File: src/rtl/chunked_seq_adder_pkg.sv
// Shared types and sizing helpers for the chunk-serial adder/subtractor.
package chunked_seq_adder_pkg;

  typedef enum logic [1:0] {
    IDLE = 2'd0,
    CALC = 2'd1,
    DONE = 2'd2
  } state_t;

  function automatic int unsigned calc_nchunk(input int unsigned width, input int unsigned chunk);
    return width / chunk;
  endfunction

  // Index counter width; a single-chunk configuration still needs one bit.
  function automatic int unsigned calc_idx_w(input int unsigned nchunk);
    return (nchunk > 1) ? $clog2(nchunk) : 1;
  endfunction

endpackage

File: src/rtl/chunked_seq_adder_chunk_adder.sv
// Combinational CHUNK-bit ripple adder; also exposes the carry into its MSB.
module chunk_adder #(
  parameter int unsigned CHUNK = 4
) (
  input  logic [CHUNK-1:0] x,
  input  logic [CHUNK-1:0] y,
  input  logic             ci,
  output logic [CHUNK-1:0] s,
  output logic             co,
  output logic             c_msb
);

  logic [CHUNK:0] c;

  always_comb begin
    c    = '0;
    s    = '0;
    c[0] = ci;
    for (int unsigned i = 0; i < CHUNK; i++) begin
      s[i]   = x[i] ^ y[i] ^ c[i];
      c[i+1] = (x[i] & y[i]) | (c[i] & (x[i] ^ y[i]));
    end
  end

  assign co    = c[CHUNK];
  assign c_msb = c[CHUNK-1];

endmodule

File: src/rtl/chunked_seq_adder.sv
// Multi-cycle WIDTH-bit adder/subtractor: one CHUNK-bit slice per cycle, LSB first,
// with valid/ready handshakes on operands and result.
module chunked_seq_adder
  import chunked_seq_adder_pkg::*;
#(
  parameter int unsigned WIDTH = 16,
  parameter int unsigned CHUNK = 4
) (
  input  logic             clk,
  input  logic             rst_n,
  input  logic             in_valid,
  output logic             in_ready,
  input  logic [WIDTH-1:0] a,
  input  logic [WIDTH-1:0] b,
  input  logic             cin,
  input  logic             sub,
  output logic             out_valid,
  input  logic             out_ready,
  output logic [WIDTH-1:0] sum,
  output logic             cout,
  output logic             ovf
);

  localparam int unsigned NCHUNK = calc_nchunk(WIDTH, CHUNK);
  localparam int unsigned IDX_W  = calc_idx_w(NCHUNK);
  localparam logic [IDX_W-1:0] LAST_IDX = IDX_W'(NCHUNK - 1);

  state_t state_q, state_d;

  logic [WIDTH-1:0] a_q, b_q, acc_q, acc_next;
  logic             carry_q;
  logic [IDX_W-1:0] idx_q;
  logic [CHUNK-1:0] slice_s;
  logic             slice_co, slice_cmsb;
  logic             load, step, last;

  // Operands shift right each cycle so the adder always sees the low slice.
  chunk_adder #(.CHUNK(CHUNK)) u_chunk (
    .x     (a_q[CHUNK-1:0]),
    .y     (b_q[CHUNK-1:0]),
    .ci    (carry_q),
    .s     (slice_s),
    .co    (slice_co),
    .c_msb (slice_cmsb)
  );

  // New slice enters at the top; after NCHUNK shifts chunk 0 sits at the bottom.
  assign acc_next = WIDTH'({slice_s, acc_q} >> CHUNK);

  always_ff @(posedge clk or negedge rst_n) begin
    if (!rst_n) state_q <= IDLE;
    else        state_q <= state_d;
  end

  always_comb begin
    state_d = state_q;
    load    = 1'b0;
    step    = 1'b0;
    last    = 1'b0;
    case (state_q)
      IDLE: begin
        if (in_valid) begin
          load    = 1'b1;
          state_d = CALC;
        end
      end
      CALC: begin
        step = 1'b1;
        if (idx_q == LAST_IDX) begin
          last    = 1'b1;
          state_d = DONE;
        end
      end
      DONE: begin
        if (out_ready) state_d = IDLE;
      end
      default: state_d = IDLE;
    endcase
  end

  always_ff @(posedge clk or negedge rst_n) begin
    if (!rst_n) begin
      in_ready  <= 1'b1;
      out_valid <= 1'b0;
      a_q       <= '0;
      b_q       <= '0;
      acc_q     <= '0;
      carry_q   <= 1'b0;
      idx_q     <= '0;
      sum       <= '0;
      cout      <= 1'b0;
      ovf       <= 1'b0;
    end else begin
      in_ready  <= (state_d == IDLE);
      out_valid <= (state_d == DONE);
      if (load) begin
        a_q     <= a;
        b_q     <= b ^ {WIDTH{sub}};
        carry_q <= sub | cin;
        idx_q   <= '0;
      end else if (step) begin
        a_q     <= a_q >> CHUNK;
        b_q     <= b_q >> CHUNK;
        carry_q <= slice_co;
        acc_q   <= acc_next;
        idx_q   <= idx_q + IDX_W'(1);
        // Result registers change only when a full result is ready.
        if (last) begin
          sum  <= acc_next;
          cout <= slice_co;
          ovf  <= slice_cmsb ^ slice_co;
        end
      end
    end
  end

endmodule

File: config.mk
export PLATFORM = sky130hd
export DESIGN_NAME = chunked_seq_adder
export DESIGN_NICKNAME = d
export VERILOG_FILES = /design/src/rtl/chunked_seq_adder_pkg.sv /design/src/rtl/chunked_seq_adder_chunk_adder.sv /design/src/rtl/chunked_seq_adder.sv
export SDC_FILE = /design/constraint.sdc
export NUM_CORES = 1
export LEC_CHECK = 0
export BUFFER_PORTS_ARGS = -buffer_cell sky130_fd_sc_hd__buf_2
export CAP_MARGIN = 10
export CORE_UTILIZATION = 58
export CTS_BUF_LIST = sky130_fd_sc_hd__clkbuf_2
export DETAILED_ROUTE_END_ITERATION = 7
export GPL_TIMING_DRIVEN = 0
export PLACE_DENSITY = 0.82
export SLEW_MARGIN = 0
export SYNTH_ARGS = -nofsm -noshare
export SYNTH_HDL_FRONTEND = slang
export SYNTH_SLANG_ARGS = --single-unit
File: constraint.sdc
create_clock -name clk -period 2.5 [get_ports clk]
set_clock_uncertainty 0.05 [all_clocks]
set_input_delay 0.25 -clock clk [delete_from_list [all_inputs] [get_ports clk]]
set_output_delay 0.25 -clock clk [all_outputs]
set_load 0.01 [all_outputs]
==> results of run 1 <==
-- layer usage --
| layer | share of wire | global-route usage |
|---|---|---|
| met1 | 0.44 | 0.339 |
| met2 | 0.51 | 0.426 |
| met3 | 0.034 | 0.0515 |
| met4 | 0.021 | 0.115 |
| met5 | 0 | 0 |
-- power by group through the flow --
stage | clock network (mW) | logic [mW] | registers (mW)
floorplan | 0 | 1.30 | 1.91
global placement | 0 | 1.80 | 1.89
detailed placement | 0 | 1.87 | 1.92
CTS | 0.530 | 1.90 | 1.90
global route | 0.584 | 2.12 | 1.96
finish | 0.528 | 1.89 | 1.90
-- worst register-to-register path, cell delays in order, from the launching register on --
cell	delay (ns)
sky130_fd_sc_hd__dfrtp_1	0.46
sky130_fd_sc_hd__fa_1	0.42
sky130_fd_sc_hd__inv_1	0.08
sky130_fd_sc_hd__fa_1	0.17
sky130_fd_sc_hd__inv_1	0.05
sky130_fd_sc_hd__fa_1	0.41
sky130_fd_sc_hd__inv_1	0.09
sky130_fd_sc_hd__fa_1	0.44
sky130_fd_sc_hd__o21ai_0	0.18
-- synthesized netlist by cell type, types with 4 or more instances --
| library cell | count |
|---|---|
| sky130_fd_sc_hd__a21oi_1 | 9 |
| sky130_fd_sc_hd__a221o_1 | 12 |
| sky130_fd_sc_hd__a22o_1 | 13 |
| sky130_fd_sc_hd__a22oi_1 | 12 |
| sky130_fd_sc_hd__buf_2 | 12 |
| sky130_fd_sc_hd__buf_6 | 4 |
| sky130_fd_sc_hd__dfrtp_1 | 68 |
| sky130_fd_sc_hd__fa_1 | 4 |
| sky130_fd_sc_hd__inv_1 | 8 |
| sky130_fd_sc_hd__mux2_2 | 4 |
| sky130_fd_sc_hd__mux2_4 | 10 |
| sky130_fd_sc_hd__nand2_1 | 51 |
| sky130_fd_sc_hd__nor2b_1 | 11 |
| sky130_fd_sc_hd__o21ai_0 | 23 |
| sky130_fd_sc_hd__o21ai_1 | 4 |
| sky130_fd_sc_hd__o31ai_1 | 4 |
| sky130_fd_sc_hd__xnor2_1 | 4 |
| sky130_fd_sc_hd__xor2_1 | 13 |
-- state kept, by name (all words and copies together) (netlist names) --
register and flops:
ovf 1, idx_q 2, state_q 2, b_q 16, sum 16, a_q 16, cout 1, acc_q 12
carry_q 1, out_valid 1, in_ready 1
-- cell families after synthesis --
group / count (synthesis) / share of synthesized area
AO/OA/AOI/OAI: 82 / 0.180
AND/OR/NAND/NOR: 70 / 0.0997
flip-flops: 69 / 0.536
buffers and inverters: 28 / 0.0489
XOR/XNOR: 17 / 0.0462
multiplexers: 14 / 0.0605
adder cells (fa/ha/maj): 5 / 0.0287
-- how the worst min path moves through the flow --
stage / end / slack, ns / cells after the start
finish: b_q[5] / 0.06 / 3
detailed placement: acc_q[11] / 0.36 / 1
floorplan: a_q[0] / -0.1 / 0
global placement: acc_q[6] / 0.41 / 2
CTS: b_q[5] / 0.05 / 3
global route: b_q[4] / 0.05 / 3
-- cell type report --
type                    count  area (um^2)  area share
inverters                   8         30.0     0.00771
flip-flops and latches     69         1730       0.444
plain buffers              20          128      0.0328
well taps                  70         87.6      0.0225
clock inverters             3         15.0     0.00385
clock buffers              13         65.1      0.0167
multi-input cells         188         1340       0.344
repair buffers             78          503       0.129
==> flow_results.org, run 1 <==
** Critical path
- Origin of the worst setup path :: a_q[0]
- In this run the number of cells on the critical path is 8.
- Critical path type :: flip-flop to flip-flop
- By instance count, the cell type seen most on the critical path is sky130_fd_sc_hd__fa_1.
- Kind of start point of the critical path :: flip-flop
- Counting both buffers and inverters, the worst setup path holds a total of 3.
- The worst register-to-register path begins at a_q[0].
- The endpoint identified for the worst register-to-register timing path is sum[15].
- Dominant delay contributor by cell family on the critical path :: adder cells
- Along the worst path, the maximum fanout reaches 3.
- Delay of the slowest cell on the worst path :: 0.46 ns
- The worst setup path is captured at a flip-flop.
- The critical path goes through fa_1, inv_1, fa_1, inv_1, fa_1, inv_1, fa_1, o21ai_0.
- The setup check on the worst reg-to-reg path leaves a slack of 0.10 ns.
- At the worst endpoint, the required time is about 2.9 ns.
- Cell with the largest stage delay on the worst path :: sky130_fd_sc_hd__dfrtp_1
- The most critical setup path has its endpoint at sum[15].
- Arrival time of data at the critical path endpoint :: 2.79 ns
- Reg2reg path depth :: 8

** Pwr
- For this design the static power due to leakage is 1.97 nW.
- Clock network fraction of design power :: 0.122
- Sw power :: 1.69 mW
- Of the total power, combinational logic draws 0.438.
- Of the total power, registers draw 0.440.
- Power spread over the standard cell area amounts to 1110 nW/um^2.
- Share of total power consumed by net switching :: 0.391
- The worst-case IR drop observed on VDD is around 0.51 mV.
- Design Power :: 4.32 mW
- Internal power comes to around 2.6 mW.

** Route
- For this run, design rule violations remaining after detail routing come to 0.
- WL final :: between 6000 and 7000 um
- Number of detailed-routing iterations run before antenna repair :: 4
- Using the TritonRoute via totals, the vias-per-cell ratio works out to between 5 and 6.
- The first routing iteration left between 100 and 150 violations.
- DR vias :: 2464
- Count of nets left with antenna violations after detail routing :: 0
- Average wire per standard cell :: 15.4 um

** Global routing
- Global-route congestion overflow total :: 0
- Number of antenna violations at the first check in global routing :: 0
- Pin count of the biggest net entering global routing :: 70
- Wire length of the first global-routing pass :: around 12000 um
- Vias in the first global route :: ~2500
- Total global routing track utilization :: 0.261

** Placement
- Detailed placer's ending HPWL :: 4510 um
- Post-Place Setup Slack :: 0.127 ns
- Input and output buffers added on the ports amount to 56.
- Total instance count after detailed placement :: roughly 400
- Final Wtd Congestion :: 0.764
- Once placement finished, the instance area stood at 3590 um^2.

** Clock network
- Counting every sink on the clock net gives 69.
- The root buffer cell chosen for the clock tree is sky130_fd_sc_hd__clkbuf_2.
- Post-CTS timing repair inserted 0 buffers for setup.
- CTS Buffer Depth :: 2
- Number of hold buffers added after cts :: 22
- Number of levels the H-tree was split into :: 3
- CTS tree :: done
- The clock reaches the later pin of the worst-skew pair after about 0.52 ns.
- The number of gates resized after CTS was 0.
- Clock tree synthesis inserted a total of 9 buffers.
- CTS clk-pin slew, worst paths :: 0.20 ns

** Yosys
- The Yosys step of the flow raised 0 warnings.
- Share of synthesized registers carrying an async set or reset :: 1.00
- In this run, synthesis inferred 0 flip-flops with an integrated enable.
- Counting distinct cell types in the post-synthesis netlist gives 32.
- Of the synthesized area, sequential elements account for 0.536.
- Synthesis produced a netlist with a net count of around 330.
- By area the synthesized netlist is led by sky130_fd_sc_hd__dfrtp_1 (53%), sky130_fd_sc_hd__nand2_1 (5.9%), sky130_fd_sc_hd__mux2_4 (4.7%), sky130_fd_sc_hd__a221o_1 (3.7%), sky130_fd_sc_hd__o21ai_0 (3.6%).
- After synthesis the cells add up to roughly 3200 um^2.
- Ys flop type :: sky130_fd_sc_hd__dfrtp_1
- Synthesis handed over a netlist of about 290 instances.
- Library cell with the largest summed area after synthesis :: sky130_fd_sc_hd__dfrtp_1
- Mean post-synth cell area :: about 11 um^2
- Counting flops and latches in the post-synthesis netlist gives 69.
- Top-area cell type share of the netlist area :: 0.528

** STA
- Setup TNS after final layout :: 0 ns
- Final critical path time including I/O delays and setup :: 2.40 ns
- Max-slew headroom at the worst pin :: 0.439
- Final number of setup-violating endpoints :: 0
- Measured slew at the worst slew-check pin :: 0.842 ns
- Total count of max-transition violations in the final report :: 0
- The number of hold violations in the final report was 0.
- Setup repair after global routing left no endpoint under its margin.
- In the finished design, the share of the clock period the worst path needs comes to 0.960.
- Final hold slack :: 0.0582 ns
- Maximum frequency from static timing analysis :: 417 MHz
- In the post-route analysis, the smallest setup slack over all paths is between 0.1 and 0.15 ns.

** Floorplanning
- Die span in y :: 76.6 um
- The floorplan step defined a die boundary enclosing 5860 um^2.
- Cell Rows :: 26
- In this run the horizontal extent of the chip is 76.6 um.
- 58 I/O pins were placed.
- The region available for standard cell placement spans roughly 5200 um^2.
- Initial standard-cell utilization of the core :: 0.616

** Final layout
- Relative to the synthesized area, the layout overhead comes to 20.8%.
- Filler instances :: about 380
- Final core utilization :: 0.744
- For this run, the post-layout net count is 417.
- # diodes :: 0
- Commonest cells after routing, fill and taps aside :: sky130_fd_sc_hd__dfrtp_1 (68), sky130_fd_sc_hd__buf_2 (67), sky130_fd_sc_hd__nand2_1 (51)
- Final std cell area, no fill :: 3890 um^2
- For this run, the number of standard cells in the final layout without fillers is 449.
- Most common cell after layout, fill and taps aside :: sky130_fd_sc_hd__dfrtp_1
- Layout cell share with drive strength beyond 1 :: 0.290

** Hold path
- Classification of the worst-slack hold path :: input pin to flip-flop
- The worst hold path begins at b[5].

** Job
- Max-Cap Viols :: 0

** Outcome
- The run finished with clean final reports.
Power figures use the tool's default switching activity.
==> inputs of run 2 (changes only) <==
Settings changed: ABC_AREA set to 1, CORE_MARGIN set to 3, CORE_UTILIZATION 58 to 57.
==> run 2 against run 1 <==
Compared with the run above: setup slack better by 0.020 ns; critical path depth stayed put; power is 3.7% lower; register-to-register slack better by 0.02 ns; synthesized cell count is 26% higher.
==> flow_results.org, run 2 <==
** STA
- Dividing the final minimum period by the clock period gives 0.952.
- Measured slew at the worst slew-check pin :: 0.840 ns
- Crit path setup slack, layout :: 0.121 ns
- Setup TNS after final layout :: 0 ns
- Total count of max-transition violations in the final report :: 0
- Max-slew headroom at the worst pin :: 0.440
- Subtracting the final worst setup slack from the clock period gives 2.38 ns.
- Setup repair after global routing left no endpoint under its margin.
- Setup violations remaining at the end of the flow were counted as 0.
- Timing would allow up to 420 MHz.
- Final Hold Violating Endpoints :: 0

** Yosys
- After synthesis the netlist holds a flip-flop and latch count of 69.
- Counting distinct cell types in the post-synthesis netlist gives 23.
- Of all cell types, the one taking the most synthesized area is sky130_fd_sc_hd__dfrtp_1.
- The synthesized design contains 0 enable-type register cells.
- The number of nets handed over by synthesis was 402.
- Top-area cell type share of the netlist area :: 0.547
- Ranked by instance count, the synthesized netlist is headed by sky130_fd_sc_hd__nand2_1 (109), sky130_fd_sc_hd__dfrtp_1 (68), sky130_fd_sc_hd__nand3_1 (63), sky130_fd_sc_hd__inv_1 (30), sky130_fd_sc_hd__o21ai_1 (21).
- The cell area that synthesis handed to floorplanning was between 3000 and 4000 um^2.
- Yosys instantiated no cell more often than sky130_fd_sc_hd__nand2_1.
- Ranked by total cell area, the synthesized netlist is headed by sky130_fd_sc_hd__dfrtp_1 (55%), sky130_fd_sc_hd__nand2_1 (13%), sky130_fd_sc_hd__nand3_1 (10%), sky130_fd_sc_hd__inv_1 (3.6%), sky130_fd_sc_hd__o21ai_1 (3.4%).
- Number of warnings printed during yosys synthesis :: 0
- Share of synthesized registers carrying an async set or reset :: 1.00
- Mean post-synth cell area :: 8.66 um^2
- The share of the Yosys chip area taken by registers is 0.556.
- Post-synthesis cell count :: between 300 and 400
- For this run, the leading register cell type out of synthesis is sky130_fd_sc_hd__dfrtp_1.

** Route
- Average wire per standard cell :: 13.0 um
- Met2 routed wirelength :: 3450 um
- For this run, design rule violations remaining after detail routing come to 0.
- The routed design has 6970 um of wire.
- Highest metal used :: met4
- Count of nets left with antenna violations after detail routing :: 0
- After detailed routing, the wire length on met1 is approximately 3100 um.
- Before antenna repair, the detailed router went through 4 iterations.
- DR vias :: 2734
- The detailed router finished its first iteration with between 100 and 150 violations.
- Metal3 WL :: 367 um
- Average vias per placed instance :: 5.10

** Floorplanning
- 58 I/O pins were placed.
- The total area inside the core boundary comes to 5200 um^2.
- After floorplanning, the core was divided into 26 placement rows.
- Initial standard-cell utilization of the core :: 0.598
- From bottom edge to top edge, the die measures roughly 80 um.
- In this run the horizontal extent of the chip is 79.9 um.
- The floorplan step defined a die boundary enclosing approximately 6400 um^2.

** Global routing
- The via count of the first global-routing pass is 2586.
- Entering global routing, the biggest net connects 70 pins.
- Number of antenna violations at the first check in global routing :: 0
- Wire length of the first global-routing pass :: 11400 um
- In the global route stage, overall resource usage came out at 0.237.
- Global routing finished with a remaining overflow of 0.

** Final layout
- Most common cell after layout, fill and taps aside :: sky130_fd_sc_hd__nand2_1
- The library cells used most frequently in the layout, excluding fill and tap cells, are sky130_fd_sc_hd__nand2_1 (109), sky130_fd_sc_hd__buf_2 (68), sky130_fd_sc_hd__dfrtp_1 (68).
- Net total in the final layout :: 504
- The repair_antennas step left the layout with diodes totalling 0.
- Summing all non-filler instances in the final layout gives an area of slightly below 4000 um^2.
- Layout-stage area growth over the synthesis result :: 25.7%
- Largest registers ranked by flip-flop count :: a_q x16, b_q x16, sum x16
- Layout cell share with drive strength beyond 1 :: 0.202

** Critical path
- Reg2Reg Setup Slack :: 0.12 ns
- The worst setup path is of the flip-flop to flip-flop kind.
- In this design, the stage delay of the slowest critical-path cell is about 0.45 ns.
- In this design, the critical path's most frequently occurring cell is sky130_fd_sc_hd__fa_1.
- Along the worst path, the maximum fanout reaches 2.
- For the worst setup path, the data required time is 2.87 ns.
- For this design, the slowest cell found on the critical path is sky130_fd_sc_hd__dfrtp_1.
- Traced cell by cell, the critical path runs through fa_1, inv_1, fa_1, inv_1, fa_1, inv_1, fa_1, o21ai_0.
- Launching point of the worst reg2reg path :: a_q[0]
- In this run the critical register-to-register path is captured at acc_q[15].
- Kind of start point of the critical path :: flip-flop
- Reg2reg path depth :: 8
- Origin of the worst setup path :: a_q[0]
- At the worst endpoint, the arrival time is 2.75 ns.
- STA classifies the critical path endpoint as a flip-flop.
- CP endpoint :: acc_q[15]

** Clock network
- Clock root buffer master :: sky130_fd_sc_hd__clkbuf_2
- CTS saw 69 sinks.
- After clock tree synthesis, the clock-pin slew on the worst setup and hold paths is approximately 0.17 ns.
- The later pin in the worst-skew pair is clocked with a latency of 0.49 ns.
- CTS tree :: done
- No sink is reached through more buffers than the 2 on the longest clock path.
- Number of buffers created by CTS :: 9
- Buffers added to address setup during post-CTS repair amount to 0.
- The clock tree synthesis step divided the H-tree into 3 levels.

** Pwr
- Overall power consumption after layout is estimated at 4.16 mW.
- The internal portion of the total power is about 2.4 mW.
- Clock network fraction of design power :: 0.119
- Across the VDD grid, the largest voltage drop is 0.557 mV.
- Sequential cell fraction of total power :: 0.440
- Sw power :: 1.75 mW
- Share of total power consumed by net switching :: 0.421
- For this design the ratio of total power to cell area is 1060 nW/um^2.
- In this run the static leakage power is 2.05 nW.
- Of the total power, combinational logic draws 0.440.

** Hold path
- In this run the worst hold path is classified as input pin to flip-flop.

** Placement
- Input and output buffers added on the ports amount to 56.
- Final Wtd Congestion :: 0.841
- Post-Place Setup Slack :: 0.159 ns
- Total placed instance area :: 3480 um^2
- Detailed placer's ending HPWL :: 4610 um

** Job
- Max-cap violations in this run came to 0.

** Outcome
- The run finished with clean final reports.
run 2: final cells by class:
type	count	area, um^2
flip-flops and latches	69	1730
fillers	406	1300
inverters	33	124
plain buffers	21	106
clock buffers	13	65.1
clock inverters	3	12.5
repair buffers	91	633
multi-input cells	236	1150
well taps	70	87.6
run 2: critical path, delay by kind of cell, from the launching register on:
kind,cells,cell delay (ns)
AOI/OAI and AO/OA,1,0.19
adders and majority gates,4,1.43
DFF,1,0.45
buffers and inverters,3,0.21
run 2: power by group through the flow:
stage / clock network, mW / logic [mW] / registers [mW]
final: 0.495 / 1.83 / 1.83
after global routing: 0.562 / 2.08 / 1.89
after CTS: 0.508 / 1.83 / 1.83
after detailed placement: 0 / 1.79 / 1.85
after global placement: 0 / 1.73 / 1.83
after floorplan: 0 / 1.18 / 1.88
run 2: cells by family after synthesis:
group	after synthesis	share of synthesized area
simple gates	192	0.270
flops	69	0.556
buf+inv	54	0.0740
compound gates	34	0.0563
xor+xnor	5	0.0141
fa+ha+maj	5	0.0298
run 2: how the worst min path moves through the flow:
| stage | startpoint | to | slack [ns] | cells after the start |
|---|---|---|---|---|
| CTS | b[5] | b_q[5] | 0.0004 | 4 |
| detailed placement | rst_n | sum[6] | 0.35 | 1 |
| global route | b[6] | b_q[6] | 0.02 | 4 |
| floorplan | rst_n | a_q[0] | -0.1 | 0 |
| global placement | a[14] | a_q[14] | 0.39 | 3 |
| finish | b[6] | b_q[6] | 0.04 | 4 |
run 2: what timing repair did:
item | 4_1_cts | 5_1_grt
hold buffers | 31 | 4
hold endpoints to repair | 100 | 5
gates resized for setup | 0 | 0
run 2: metrics by stage:
step / instances / util / hold WS, ns
5_1_grt: 536 / 0.751 / 0.0218
3_5_place_dp: 485 / 0.669 / 0.350
3_3_place_gp: 485 / 0.668 / 0.393
4_1_cts: 532 / 0.743 / 0.000446
6_report: 536 / 0.751 / 0.0403
2_1_floorplan: 359 / - / -0.0956
run 2: per-layer routing:
layer | track usage | vias to the layer above
li1 | - | 1367
met1 | 0.295 | 1284
met2 | 0.391 | 77
met3 | 0.0767 | 6
met4 | 0.0794 | 0
met5 | 0 | -
==> inputs of run 3 (changes only) <==
Settings changed: PLACE_DENSITY 0.82 to 0.93.
==> run 3 against run 2 <==
Compared with the run above: die area is the same; combinational power is essentially flat; non-clock buffer count decreased by 1; via count increased by 3.0%; final area down 0.26%; largest power group unchanged.
==> flow_results.org, run 3 (synthesized netlist as in run 2, its figures left out) <==
** Global routing
- Global-route congestion overflow total :: 0
- Pin count of the biggest net entering global routing :: 70
- The number of antenna violations at the first check in global routing was 0.
- The via count of the first global-routing pass was 2715.
- In the global route stage, overall resource usage came out at 0.239.
- Wire length of the first global-routing pass :: 11700 um

** STA
- Hold timing on the final database bottoms out at a slack of 0.0482 ns.
- Headroom to the max-slew limit came out at 0.435.
- Maximum frequency from static timing analysis :: between 400 and 500 MHz
- Final critical path time including I/O delays and setup :: 2.36 ns
- Total count of max-transition violations in the final report :: 0
- Final Hold Violating Endpoints :: 0
- The worst path meets setup with about 0.14 ns of slack.
- RSZ-0062 raised after global routing :: no
- For the pin with the worst max-slew slack, the measured transition is 0.848 ns.
- Final number of setup-violating endpoints :: 0
- Fin crit share :: 0.944
- After routing, the total negative slack on setup checks comes to 0 ns.

** Route
- Summing over every cut layer, the via total after detailed routing is 2817.
- For this block, the initial DRC count from the detailed router was 314.
- Average vias per placed instance :: 5.27
- The count of nets left with antenna violations once routing finished came out at 0.
- Number of detailed-routing iterations run before antenna repair :: 5
- In the routed design, unresolved DRC markers number 0.
- Dividing the detail-routed wire length by the instance count gives approximately 13 um.
- Wires add up to 7220 um.

** Critical path
- By startpoint and endpoint, the worst setup path is classified as flip-flop to flip-flop.
- On the worst path, the slowest cell contributes a delay of 0.44 ns.
- CP Data Required Time :: 2.88 ns
- Together, buffers and inverters on the worst path number 3.
- Peak fanout along the critical path :: 2
- At the worst endpoint, the arrival time is roughly 2.7 ns.
- Kind of start point of the critical path :: flip-flop
- Dominant delay contributor by cell family on the critical path :: adder cells
- Most used cell along the critical path :: sky130_fd_sc_hd__fa_1
- List of cells traversed by the critical path :: fa_1, inv_1, fa_1, inv_1, fa_1, inv_1, fa_1, o21ai_0
- The slowest stage of the critical path is the sky130_fd_sc_hd__dfrtp_1 cell.
- Kind of capture point of the worst setup path :: flip-flop

** Final layout
- Filler instances :: 373
- 0 antenna diodes ended up in the layout.
- Leaving out fill and tap cells, the most frequent cells in the layout are sky130_fd_sc_hd__nand2_1 (109), sky130_fd_sc_hd__buf_2 (68), sky130_fd_sc_hd__dfrtp_1 (68).
- Of the cells placed in the final design, the portion with a size suffix greater than 1 is 0.202.
- Compared with the post-synthesis result, the final layout area differs by 25.3%.
- The library cell used most frequently in the layout, excluding fill and tap cells, is sky130_fd_sc_hd__nand2_1.
- The final layout contains 503 nets.
- The largest registers in the layout are a_q x16, b_q x16, sum x16.
- Final core utilization :: 0.749

** Clock network
- TritonCTS built the clock tree.
- The H-tree was split into 3 levels.
- # resized after CTS :: 0
- For this design, the CTS-stage hold fixing added 32 buffers.
- Clock root buffer master :: sky130_fd_sc_hd__clkbuf_2
- CTS clk-pin slew, worst paths :: 0.17 ns
- Skew-Pair Late Insertion Delay :: 0.51 ns
- After clock tree synthesis, the setup repair step added 0 buffers.
- Clk sink count :: roughly 70
- CTS Buffer Depth :: 2
- Buffers inserted during clock tree synthesis total 9.

** Pwr
- Design Power :: 4.16 mW
- Summed over all cells, the static leakage comes to 2.04 nW.
- Power spread over the standard cell area amounts to roughly 1100 nW/um^2.
- Maximum ir drop on the vdd rail :: between 0.4 and 0.5 mV

** Hold path
- Classification of the worst-slack hold path :: input pin to flip-flop

** Floorplanning
- Die span in x :: 79.9 um
- Full die area :: 6380 um^2
- Measured along the y axis, the die boundary spans around 80 um.
- The initialized floorplan defines 26 standard-cell rows.
- Number of ports placed on the die boundary :: 58
- Area of the placeable core :: ~5200 um^2
- The initial utilization of the core area, before any placement, comes to 0.598.

** Job
- Max-Cap Viols :: 0

** Placement
- The congestion estimate from routability-driven global placement came to 0.851.
- Timing analysis after detailed placement gives a worst setup slack of 0.186 ns.
- During placement, the flow inserted port buffers numbering 56.
- Detailed placement finished with a half-perimeter wire length of 4710 um.

** Outcome
- Run status :: completed
-- run 3: final cells by class --
type	instances	area (um^2)	share of cell area
Inverter	33	124	0.0318
Clock buffer	13	65.1	0.0167
Clock inverter	3	12.5	0.00321
Timing Repair Buffer	90	623	0.160
Tap cell	70	87.6	0.0225
Multi-Input combinational cell	236	1150	0.296
Buffer	21	106	0.0273
Sequential cell	69	1730	0.443
-- run 3: power breakdown --
part           switching [mW]  total, mW  internal (mW)
clock network           0.362      0.502          0.140
logic                    1.15       1.82          0.676
registers               0.253       1.84           1.58
-- run 3: final timing paths --
check,from,end,slack [ns],cells past startpoint
hold reg to reg,sum[2],sum[2],0.44,2
setup reg to reg,a_q[0],acc_q[15],0.14,8
max in group asynchronous,rst_n,b_q[1],1.53,2
min in group asynchronous,rst_n,acc_q[10],0.33,2
hold / removal,cin,carry_q,0.05,5
setup / recovery,a_q[0],acc_q[15],0.14,8
-- run 3: metal layers --
layer  track usage  up-vias  routed length, um  share of wire
met1         0.293     1315               2980           0.41
met5             0        -                  0              0
li1              -     1367                  -              -
met2         0.396      111               3560           0.49
met4        0.0794        0                165          0.023
met3        0.0813       24                519          0.072
-- run 3: per-stage QoR --
step           instance area (um^2)  instances
2_1_floorplan                  3110        359
3_3_place_gp                   3480        485
5_1_grt                        3900        535
6_report                       3900        535
3_5_place_dp                   3480        485
4_1_cts                        3880        533
-- run 3: tightest hold or removal path, delay by kind of cell --
family	cells	cell delay [ns]
simple gates	4	0.25
buf+inv	1	0.08
